===== config.mk =====
export PLATFORM = sky130hd
export DESIGN_NAME = mantissa_multiplier_seq_flat
export DESIGN_NICKNAME = d
export VERILOG_FILES = /design/src/rtl/mantissa_multiplier_seq_if.sv /design/src/rtl/mantissa_multiplier_seq.sv /design/src/flat_wrapper.sv
export SDC_FILE = /design/constraint.sdc
export NUM_CORES = 1
export LEC_CHECK = 0
export CAP_MARGIN = 20
export CORE_UTILIZATION = 30
export DETAILED_ROUTE_END_ITERATION = 10
export GPL_ROUTABILITY_DRIVEN = 0
export SLEW_MARGIN = 15
export SYNTH_ARGS = -nofsm -noshare
export SYNTH_HDL_FRONTEND = slang
export SYNTH_SLANG_ARGS = --single-unit

===== constraint.sdc =====
create_clock -name clk -period 3.3 [get_ports clk]
set_input_delay 0.825 -clock clk [delete_from_list [all_inputs] [get_ports clk]]
set_output_delay 0.825 -clock clk [all_outputs]
set_load 0.02 [all_outputs]

===== src/rtl/mantissa_multiplier_seq_if.sv =====
// -----------------------------------------------------------------------------
// mantissa_multiplier_seq_if
// Handshake and data bundle between the exponent/operand stage (master) and
// the sequential mantissa multiplier (slave).
//   start/ready : request accepted when both are high
//   in0/in1     : operand fractions (hidden bit not included)
//   zero0/zero1 : operand is a true zero
//   rnd_mode    : 0 = truncate, 1 = round-to-nearest-even
//   out/carry   : normalised rounded fraction, product >= 2 flag
//   done        : one-cycle pulse, out/carry valid
//   inexact     : present only when MANT_MUL_INEXACT_EN is defined
// -----------------------------------------------------------------------------
interface mantissa_multiplier_seq_if #(
   parameter int BIT_WIDTH = 23
);
   logic                 start;
   logic                 ready;
   logic [BIT_WIDTH-1:0] in0;
   logic [BIT_WIDTH-1:0] in1;
   logic                 zero0;
   logic                 zero1;
   logic                 rnd_mode;
   logic [BIT_WIDTH-1:0] out;
   logic                 carry;
   logic                 done;
`ifdef MANT_MUL_INEXACT_EN
   logic                 inexact;
`endif

   modport master (
      output start, in0, in1, zero0, zero1, rnd_mode,
      input  ready, out, carry, done
`ifdef MANT_MUL_INEXACT_EN
      , input inexact
`endif
   );

   modport slave (
      input  start, in0, in1, zero0, zero1, rnd_mode,
      output ready, out, carry, done
`ifdef MANT_MUL_INEXACT_EN
      , output inexact
`endif
   );
endinterface


===== src/rtl/mantissa_multiplier_seq.sv =====
// -----------------------------------------------------------------------------
// mantissa_multiplier_seq
// Sequential significand multiplier: computes 1.in0 x 1.in1 with a shift-add
// engine retiring BITS_PER_CYCLE multiplier bits per clock, then normalises
// and rounds (truncate or RNE) and reports fraction plus carry (product >= 2).
// Ports:
//   clk   : rising-edge clock
//   rst_n : asynchronous active-low reset
//   bus   : mantissa_multiplier_seq_if.slave (start/ready, operands, zero
//           flags, rnd_mode, out, carry, done)
// Optional feature macro: MANT_MUL_INEXACT_EN adds bus.inexact (g|s before
// rounding, registered with done).
// Latency: start accepted at edge 0, done high after edge N+1 where
// N = ceil((BIT_WIDTH+1)/BITS_PER_CYCLE).
// -----------------------------------------------------------------------------
module mantissa_multiplier_seq #(
   parameter int BIT_WIDTH      = 23,
   parameter int BITS_PER_CYCLE = 1
) (
   input  logic                       clk,
   input  logic                       rst_n,
   mantissa_multiplier_seq_if.slave   bus
);
   localparam int W  = BIT_WIDTH;
   localparam int PW = 2 * W + 2;
   localparam int N  = (W + 1 + BITS_PER_CYCLE - 1) / BITS_PER_CYCLE;
   localparam int CW = $clog2(N + 1);

   if ((BITS_PER_CYCLE != 1) && (BITS_PER_CYCLE != 2)) begin : g_bpc_illegal
      $error("mantissa_multiplier_seq: BITS_PER_CYCLE must be 1 or 2");
   end

   typedef enum logic [1:0] {
      S_IDLE = 2'd0,
      S_MUL  = 2'd1,
      S_RND  = 2'd2
   } state_t;

   state_t          r_state;
   state_t          w_state_nxt;
   logic [W:0]      r_mcand;
   logic [W:0]      r_mplier;
   logic [PW-1:0]   r_acc;
   logic [CW-1:0]   r_cnt;
   logic            r_zero;
   logic            r_rnd_mode;
   logic [W-1:0]    r_out;
   logic            r_carry;
   logic            r_done;
`ifdef MANT_MUL_INEXACT_EN
   logic            r_inexact;
   logic            w_res_inexact;
`endif

   logic            w_step_one;
   logic [1:0]      w_bits;
   logic [W+2:0]    w_pp;
   logic [W+2:0]    w_hi;
   logic            w_carry_pre;
   logic [W-1:0]    w_frac;
   logic            w_g;
   logic            w_s;
   logic            w_inc;
   logic [W:0]      w_sum;
   logic [W-1:0]    w_res_out;
   logic            w_res_carry;

   // Shift-add step: one bit per cycle, or two except for the odd final step
   always_comb begin
      w_step_one = (BITS_PER_CYCLE == 1) ||
                   ((((W + 1) % 2) == 1) && (r_cnt == CW'(1)));
      if (w_step_one) begin
         w_bits = {1'b0, r_mplier[0]};
      end else begin
         w_bits = r_mplier[1:0];
      end
      w_pp = ({(W+3){w_bits[0]}} & {2'b00, r_mcand}) +
             ({(W+3){w_bits[1]}} & {1'b0, r_mcand, 1'b0});
      // Partial products land on the upper half; the shift right keeps the
      // running product aligned so the final value needs no correction.
      w_hi = {2'b00, r_acc[PW-1:W+1]} + w_pp;
   end

   // Normalise and round the finished product held in the accumulator
   always_comb begin
      w_carry_pre = r_acc[PW-1];
      if (w_carry_pre) begin
         w_frac = r_acc[2*W:W+1];
         w_g    = r_acc[W];
         w_s    = |r_acc[W-1:0];
      end else begin
         w_frac = r_acc[2*W-1:W];
         w_g    = r_acc[W-1];
         w_s    = |r_acc[W-2:0];
      end
      w_inc = r_rnd_mode & w_g & (w_s | w_frac[0]);
      w_sum = {1'b0, w_frac} + {{W{1'b0}}, w_inc};
      if (r_zero) begin
         w_res_out   = {W{1'b0}};
         w_res_carry = 1'b0;
      end else if (w_sum[W]) begin
         // Rounding overflowed an all-ones fraction: result is exactly 2.0
         w_res_out   = {W{1'b0}};
         w_res_carry = 1'b1;
      end else begin
         w_res_out   = w_sum[W-1:0];
         w_res_carry = w_carry_pre;
      end
`ifdef MANT_MUL_INEXACT_EN
      w_res_inexact = (~r_zero) & (w_g | w_s);
`endif
   end

   // FSM next-state decode
   always_comb begin
      w_state_nxt = r_state;
      case (r_state)
         S_IDLE: begin
            if (bus.start) begin
               w_state_nxt = S_MUL;
            end else begin
               w_state_nxt = S_IDLE;
            end
         end
         S_MUL: begin
            if (r_cnt == CW'(1)) begin
               w_state_nxt = S_RND;
            end else begin
               w_state_nxt = S_MUL;
            end
         end
         S_RND:   w_state_nxt = S_IDLE;
         default: w_state_nxt = S_IDLE;
      endcase
   end

   // FSM state register
   always_ff @(posedge clk or negedge rst_n) begin
      if (!rst_n) begin
         r_state <= S_IDLE;
      end else begin
         r_state <= w_state_nxt;
      end
   end

   // Operand latch, shift-add engine and registered results
   always_ff @(posedge clk or negedge rst_n) begin
      if (!rst_n) begin
         r_mcand    <= {(W+1){1'b0}};
         r_mplier   <= {(W+1){1'b0}};
         r_acc      <= {PW{1'b0}};
         r_cnt      <= {CW{1'b0}};
         r_zero     <= 1'b0;
         r_rnd_mode <= 1'b0;
         r_out      <= {W{1'b0}};
         r_carry    <= 1'b0;
         r_done     <= 1'b0;
`ifdef MANT_MUL_INEXACT_EN
         r_inexact  <= 1'b0;
`endif
      end else begin
         r_done <= 1'b0;
         case (r_state)
            S_IDLE: begin
               if (bus.start) begin
                  r_mcand    <= {1'b1, bus.in0};
                  r_mplier   <= {1'b1, bus.in1};
                  r_zero     <= bus.zero0 | bus.zero1;
                  r_rnd_mode <= bus.rnd_mode;
                  r_acc      <= {PW{1'b0}};
                  r_cnt      <= CW'(N);
               end
            end
            S_MUL: begin
               if (w_step_one) begin
                  r_acc    <= PW'({w_hi, r_acc[W:0]} >> 2'd1);
                  r_mplier <= r_mplier >> 2'd1;
               end else begin
                  r_acc    <= PW'({w_hi, r_acc[W:0]} >> 2'd2);
                  r_mplier <= r_mplier >> 2'd2;
               end
               r_cnt <= r_cnt - CW'(1);
            end
            S_RND: begin
               r_out     <= w_res_out;
               r_carry   <= w_res_carry;
               r_done    <= 1'b1;
`ifdef MANT_MUL_INEXACT_EN
               r_inexact <= w_res_inexact;
`endif
            end
            default: begin
               r_done <= 1'b0;
            end
         endcase
      end
   end

   assign bus.ready = (r_state == S_IDLE);
   assign bus.out   = r_out;
   assign bus.carry = r_carry;
   assign bus.done  = r_done;
`ifdef MANT_MUL_INEXACT_EN
   assign bus.inexact = r_inexact;
`endif

endmodule


===== src/flat_wrapper.sv =====
// flat-port wrapper written by rule: the top's interface ports become plain ports
module mantissa_multiplier_seq_flat 
#(
   parameter int BIT_WIDTH      = 23,
   parameter int BITS_PER_CYCLE = 1
)
  (clk, rst_n, bus_start, bus_in0, bus_in1, bus_zero0, bus_zero1, bus_rnd_mode, bus_ready, bus_out, bus_carry, bus_done);
  mantissa_multiplier_seq_if #(.BIT_WIDTH(BIT_WIDTH)) bus_i ();
  input  logic clk;
  input  logic rst_n;
  input wire logic [$bits(bus_i.start)-1:0] bus_start;
  input wire logic [$bits(bus_i.in0)-1:0] bus_in0;
  input wire logic [$bits(bus_i.in1)-1:0] bus_in1;
  input wire logic [$bits(bus_i.zero0)-1:0] bus_zero0;
  input wire logic [$bits(bus_i.zero1)-1:0] bus_zero1;
  input wire logic [$bits(bus_i.rnd_mode)-1:0] bus_rnd_mode;
  output wire logic [$bits(bus_i.ready)-1:0] bus_ready;
  output wire logic [$bits(bus_i.out)-1:0] bus_out;
  output wire logic [$bits(bus_i.carry)-1:0] bus_carry;
  output wire logic [$bits(bus_i.done)-1:0] bus_done;
  assign bus_i.start = bus_start;
  assign bus_i.in0 = bus_in0;
  assign bus_i.in1 = bus_in1;
  assign bus_i.zero0 = bus_zero0;
  assign bus_i.zero1 = bus_zero1;
  assign bus_i.rnd_mode = bus_rnd_mode;
  assign bus_ready = bus_i.ready;
  assign bus_out = bus_i.out;
  assign bus_carry = bus_i.carry;
  assign bus_done = bus_i.done;
  mantissa_multiplier_seq #(.BIT_WIDTH(BIT_WIDTH), .BITS_PER_CYCLE(BITS_PER_CYCLE)) u_core (.clk(clk), .rst_n(rst_n), .bus(bus_i));
endmodule

==> metrics.txt <==
# TYPE chip_impl_metric gauge
chip_impl_metric{name="synth_compound_gate_area_share",unit=""} 0.162
chip_impl_metric{name="report.final.hold_viol_count",unit=""} 0
chip_impl_metric{name="place_area",unit="um2"} 8490
chip_impl_info{name="cpLargestDelayFamily",value="compound AO/OA/AOI/OAI gates"} 1
chip_impl_metric{name="ctsResizeCount",unit=""} 0
chip_impl_metric{name="worstPathBufferInverterCount",unit=""} 1
chip_impl_metric{name="cp.required",unit="ns"} 3.61
chip_impl_metric{name="clk_pin_slew_worst_paths",unit="ns"} 0.06
chip_impl_metric{name="drv_slew",unit=""} 0
chip_impl_metric{name="synth.yosys.seq_area_share",unit=""} 0.437
chip_impl_info{name="rsz_0062_raised_after_global_routing",value="no"} 1
chip_impl_metric{name="design.portCount",unit=""} 78
chip_impl_metric{name="initial_utilization",unit=""} 0.306
chip_impl_metric{name="mean_routed_wirelength_per_cell",unit="um"} 14.5
chip_impl_info{name="crit_chain",value="ha_1 > inv_1 > fa_1 > nand2b_1 > a21oi_1 > o311a_1 > o21ai_1 > a2111oi_1 > o21ai_0 > a32o_1"} 1
chip_impl_metric{name="syn_inst",unit=""} 832
chip_impl_metric{name="data_arrival_time_at_the_worst_slack_endpoint",unit="ns"} 3.17
chip_impl_info{name="cts.root.buffer_cell",value="clkbuf_16"} 1
chip_impl_metric{name="postRouteWirelength",unit="um"} 17800
chip_impl_metric{name="worstSkewPairLatency",unit="ns"} 0.42
chip_impl_metric{name="vdd.ir_drop.worst",unit="mV"} 0.352
chip_impl_info{name="run_status",value="complete, no violations"} 1
chip_impl_info{name="terminus_of_the_critical_flop_to_flop_path",value="u_core.r_acc[43]"} 1
chip_impl_metric{name="antenna_nets_post_route",unit=""} 0
chip_impl_metric{name="worst-r2r-cell-count",unit=""} 10
chip_impl_info{name="yosys_most_used_dff",value="dfrtp_1"} 1
chip_impl_metric{name="layout.nets",unit=""} 972
chip_impl_metric{name="cp.depth",unit=""} 10
chip_impl_metric{name="fmaxAchievable",unit="MHz"} 349
chip_impl_metric{name="synth_cell_type_count",unit=""} 67
chip_impl_metric{name="first_iter_violations",unit=""} 291
chip_impl_metric{name="die-width",unit="um"} 160
chip_impl_metric{name="global_route.overflow_total",unit=""} 0
chip_impl_metric{name="highest_cell_delay_on_the_worst_timing_path",unit="ns"} 0.50
chip_impl_metric{name="insertedDiodeCount",unit=""} 0
chip_impl_metric{name="setup_viol_count_final",unit=""} 0
chip_impl_info{name="crit_start",value="u_core.r_acc[24]"} 1
chip_impl_metric{name="setup_total_negative_slack",unit="ns"} 0
chip_impl_metric{name="fin_crit_sh",unit=""} 0.869
chip_impl_metric{name="synth_nets",unit=""} 912
chip_impl_info{name="worstSetupEndpointType",value="flip-flop"} 1
chip_impl_metric{name="dr_total_vias",unit=""} 6032
chip_impl_metric{name="netlist_area",unit="um2"} 7450
chip_impl_metric{name="synth.yosys.warnings",unit=""} 0
chip_impl_info{name="hp-class",value="in -> async"} 1
chip_impl_metric{name="hold_slack",unit="ns"} 0.417
chip_impl_metric{name="grt.total_usage",unit=""} 0.147
chip_impl_metric{name="hpwl_after_detailed_placement",unit="um"} 12900
chip_impl_info{name="cts_tree",value="yes"} 1
chip_impl_metric{name="post_synth_xor_area_fraction",unit=""} 0.0588
chip_impl_metric{name="io_buffers",unit=""} 77
chip_impl_metric{name="fin_area",unit="um2"} 9150
chip_impl_metric{name="async_reset_ff_frac",unit=""} 1.00
chip_impl_metric{name="viasPerCell",unit=""} 4.91
chip_impl_info{name="crit_path_top_delay_cell",value="a2111oi_1"} 1
chip_impl_info{name="worst_setup_path_endpoint",value="u_core.r_acc[43]"} 1
chip_impl_metric{name="h-tree-depth",unit=""} 4
chip_impl_metric{name="grt_max_degree",unit=""} 59
chip_impl_info{name="cp-start-kind",value="flip-flop"} 1
chip_impl_metric{name="finalCriticalPeriod",unit="ns"} 2.87
chip_impl_metric{name="synth.mux.area_fraction",unit=""} 0.0317
chip_impl_metric{name="cap_violations",unit=""} 0
chip_impl_metric{name="avg_inst_size_synth",unit="um2"} 8.95
chip_impl_metric{name="die-area",unit="um2"} 25500
chip_impl_metric{name="detail_route.drc_violations",unit=""} 0
chip_impl_metric{name="cts_inserted_buffers",unit=""} 17
chip_impl_info{name="worst-setup-path-type",value="reg -> reg"} 1
chip_impl_metric{name="postSynthRegisterBits",unit=""} 130
chip_impl_metric{name="grt_antenna_before_repair",unit=""} 1
chip_impl_metric{name="die_height",unit="um"} 160
chip_impl_metric{name="power_density",unit="nW/um2"} 944
chip_impl_metric{name="grt_first_pass_wirelength",unit="um"} 30000
chip_impl_metric{name="grt_pass1_vias",unit=""} 5787
chip_impl_metric{name="count_of_flip_flops_with_a_built_in_enable_after_synthesis",unit=""} 0
chip_impl_metric{name="static-leakage-power",unit="nW"} 3.95
chip_impl_metric{name="finalCoreUtilization",unit=""} 0.376
chip_impl_metric{name="cts_num_sinks",unit=""} 130
chip_impl_metric{name="rows",unit=""} 57
chip_impl_metric{name="cts.hold.buffers_added",unit=""} 0
chip_impl_metric{name="post_cts.repair.setup_buffers",unit=""} 0
chip_impl_metric{name="area_growth",unit="%"} 22.8
chip_impl_metric{name="design_power_total",unit="W"} 0.00864
chip_impl_metric{name="tightest_slew",unit="ns"} 0.856
chip_impl_info{name="synth_top_family_by_area",value="simple AND/OR/NAND/NOR gates"} 1
chip_impl_metric{name="final_layout_size_suffix_gt1_frac",unit=""} 0.0829
chip_impl_metric{name="rrSetupSlack",unit="ns"} 0.43
chip_impl_metric{name="design.core.area",unit="um2"} 24300
chip_impl_metric{name="detail_route.first_pass.iterations",unit=""} 5
chip_impl_metric{name="post_synth_and_or_nand_nor_area_fraction",unit=""} 0.220
chip_impl_metric{name="timing.clock.skew",unit="ns"} 0.00865
chip_impl_metric{name="worst-path-max-fanout",unit=""} 7
chip_impl_metric{name="worst_case_clock_buffer_depth",unit=""} 2
chip_impl_metric{name="slew-limit-headroom",unit=""} 0.428
chip_impl_metric{name="synthAdderAreaFrac",unit=""} 0.0480
chip_impl_info{name="r2r_start",value="u_core.r_acc[24]"} 1
sequential cells by signal (all words and copies together), names as in the netlist:
signal and count:
u_core.r_acc 48, u_core.r_mcand 24, u_core.r_mplier 24, u_core.bus.out 23, u_core.r_cnt 5, u_core.r_state 2, u_core.bus.carry 1, u_core.bus.done 1
u_core.r_rnd_mode 1, u_core.r_zero 1
layout make-up:
| cell class | count | area (um2) |
|---|---|---|
| Clock inverter | 12 | 204 |
| Inverter | 12 | 45.0 |
| Fill cell | 2429 | 15200 |
| Clock buffer | 20 | 457 |
| Multi-Input combinational cell | 639 | 3890 |
| Sequential cell | 130 | 3250 |
| Tap cell | 324 | 405 |
| Timing Repair Buffer | 92 | 893 |
cell usage after synthesis (4+ instances only):
master	n	area share
and2_1	28	0.024
nand2_1	216	0.11
o21ai_0	66	0.044
a22oi_1	23	0.023
mux2_2	4	0.0060
buf_1	4	0.0020
nand2b_1	5	0.0042
xnor2_1	20	0.024
clkbuf_1	32	0.016
a31oi_1	4	0.0034
nor3_1	9	0.0060
mux2i_1	18	0.024
inv_1	12	0.0060
nor2_1	22	0.011
dfrtp_1	130	0.44
nor2b_1	5	0.0042
a22o_1	10	0.012
a22o_2	7	0.0094
xor2_1	30	0.035
buf_6	4	0.0060
a211oi_1	4	0.0040
a21o_1	9	0.0091
a21oi_1	34	0.023
ha_1	27	0.045
o31ai_1	8	0.0081
nand4_1	4	0.0034
nand3_1	33	0.022
nor4_1	7	0.0059
worst min-delay path by stage:
stage	endpoint	slack, ns	cells after the start
after floorplan	u_core.r_mcand[23]	0.43	1
after global placement	u_core.r_mcand[23]	0.44	1
after detailed placement	u_core.r_mcand[11]	0.46	2
after CTS	u_core.r_acc[2]	0.44	1
after global routing	u_core.r_acc[2]	0.47	1
final	u_core.r_acc[2]	0.42	1
where the power goes:
part           total (W)  internal (W)  switching, W
logic            0.00362       0.00156       0.00207
clock network    0.00210       0.00138      0.000721
registers        0.00291       0.00224      0.000666
metrics by stage:
stage | std cells | worst slack, ns
after floorplan | 832 | 0.243
after global placement | 1197 | 0.437
after detailed placement | 1197 | 0.381
after CTS | 1229 | 0.368
after global routing | 1229 | 0.199
final | 1229 | 0.431
metal layers:
metal  global-route usage  wire length (um)  share of wire
met3               0.0362               848          0.048
met2                0.226              7920           0.44
met5                    0                13        0.00073
met4               0.0520               254          0.014
met1                0.200              8800           0.49
worst reg2reg max path: stages, from the launching register on:
cell and delay (ns):
dfrtp_1 0.46, ha_1 0.23, inv_1 0.06, fa_1 0.39
nand2b_1 0.17, a21oi_1 0.19, o311a_1 0.20, o21ai_1 0.08
a2111oi_1 0.50, o21ai_0 0.18, a32o_1 0.28
cells by family after synthesis:
| group | count (synthesis) |
|---|---|
| flip-flops | 130 |
| multiplexers | 23 |
| adder cells (fa/ha/maj) | 28 |
| AO/OA/AOI/OAI | 188 |
| AND/OR/NAND/NOR | 350 |
| buffers and inverters | 63 |
| XOR/XNOR | 50 |
cells in the final DEF, fill, tap and decap left out, drive strengths merged, types with 5 or more instances in the layout:
master / n
a22oi: 23
nor2: 22
nand3: 34
clkbuf: 20
nor3: 10
mux2i: 18
and3: 6
o21ai: 69
dfrtp: 130
o31ai: 8
clkdlybuf4s50: 76
and2: 28
nor2b: 5
xor2: 30
inv: 13
nor4: 7
nand2b: 5
mux2: 5
buf: 16
a22o: 17
nand4: 5
nand2: 216
bufinv: 5
a21o: 9
xnor2: 20
ha: 27
a21oi: 34
No activity file was read; power rests on OpenSTA's default activity.
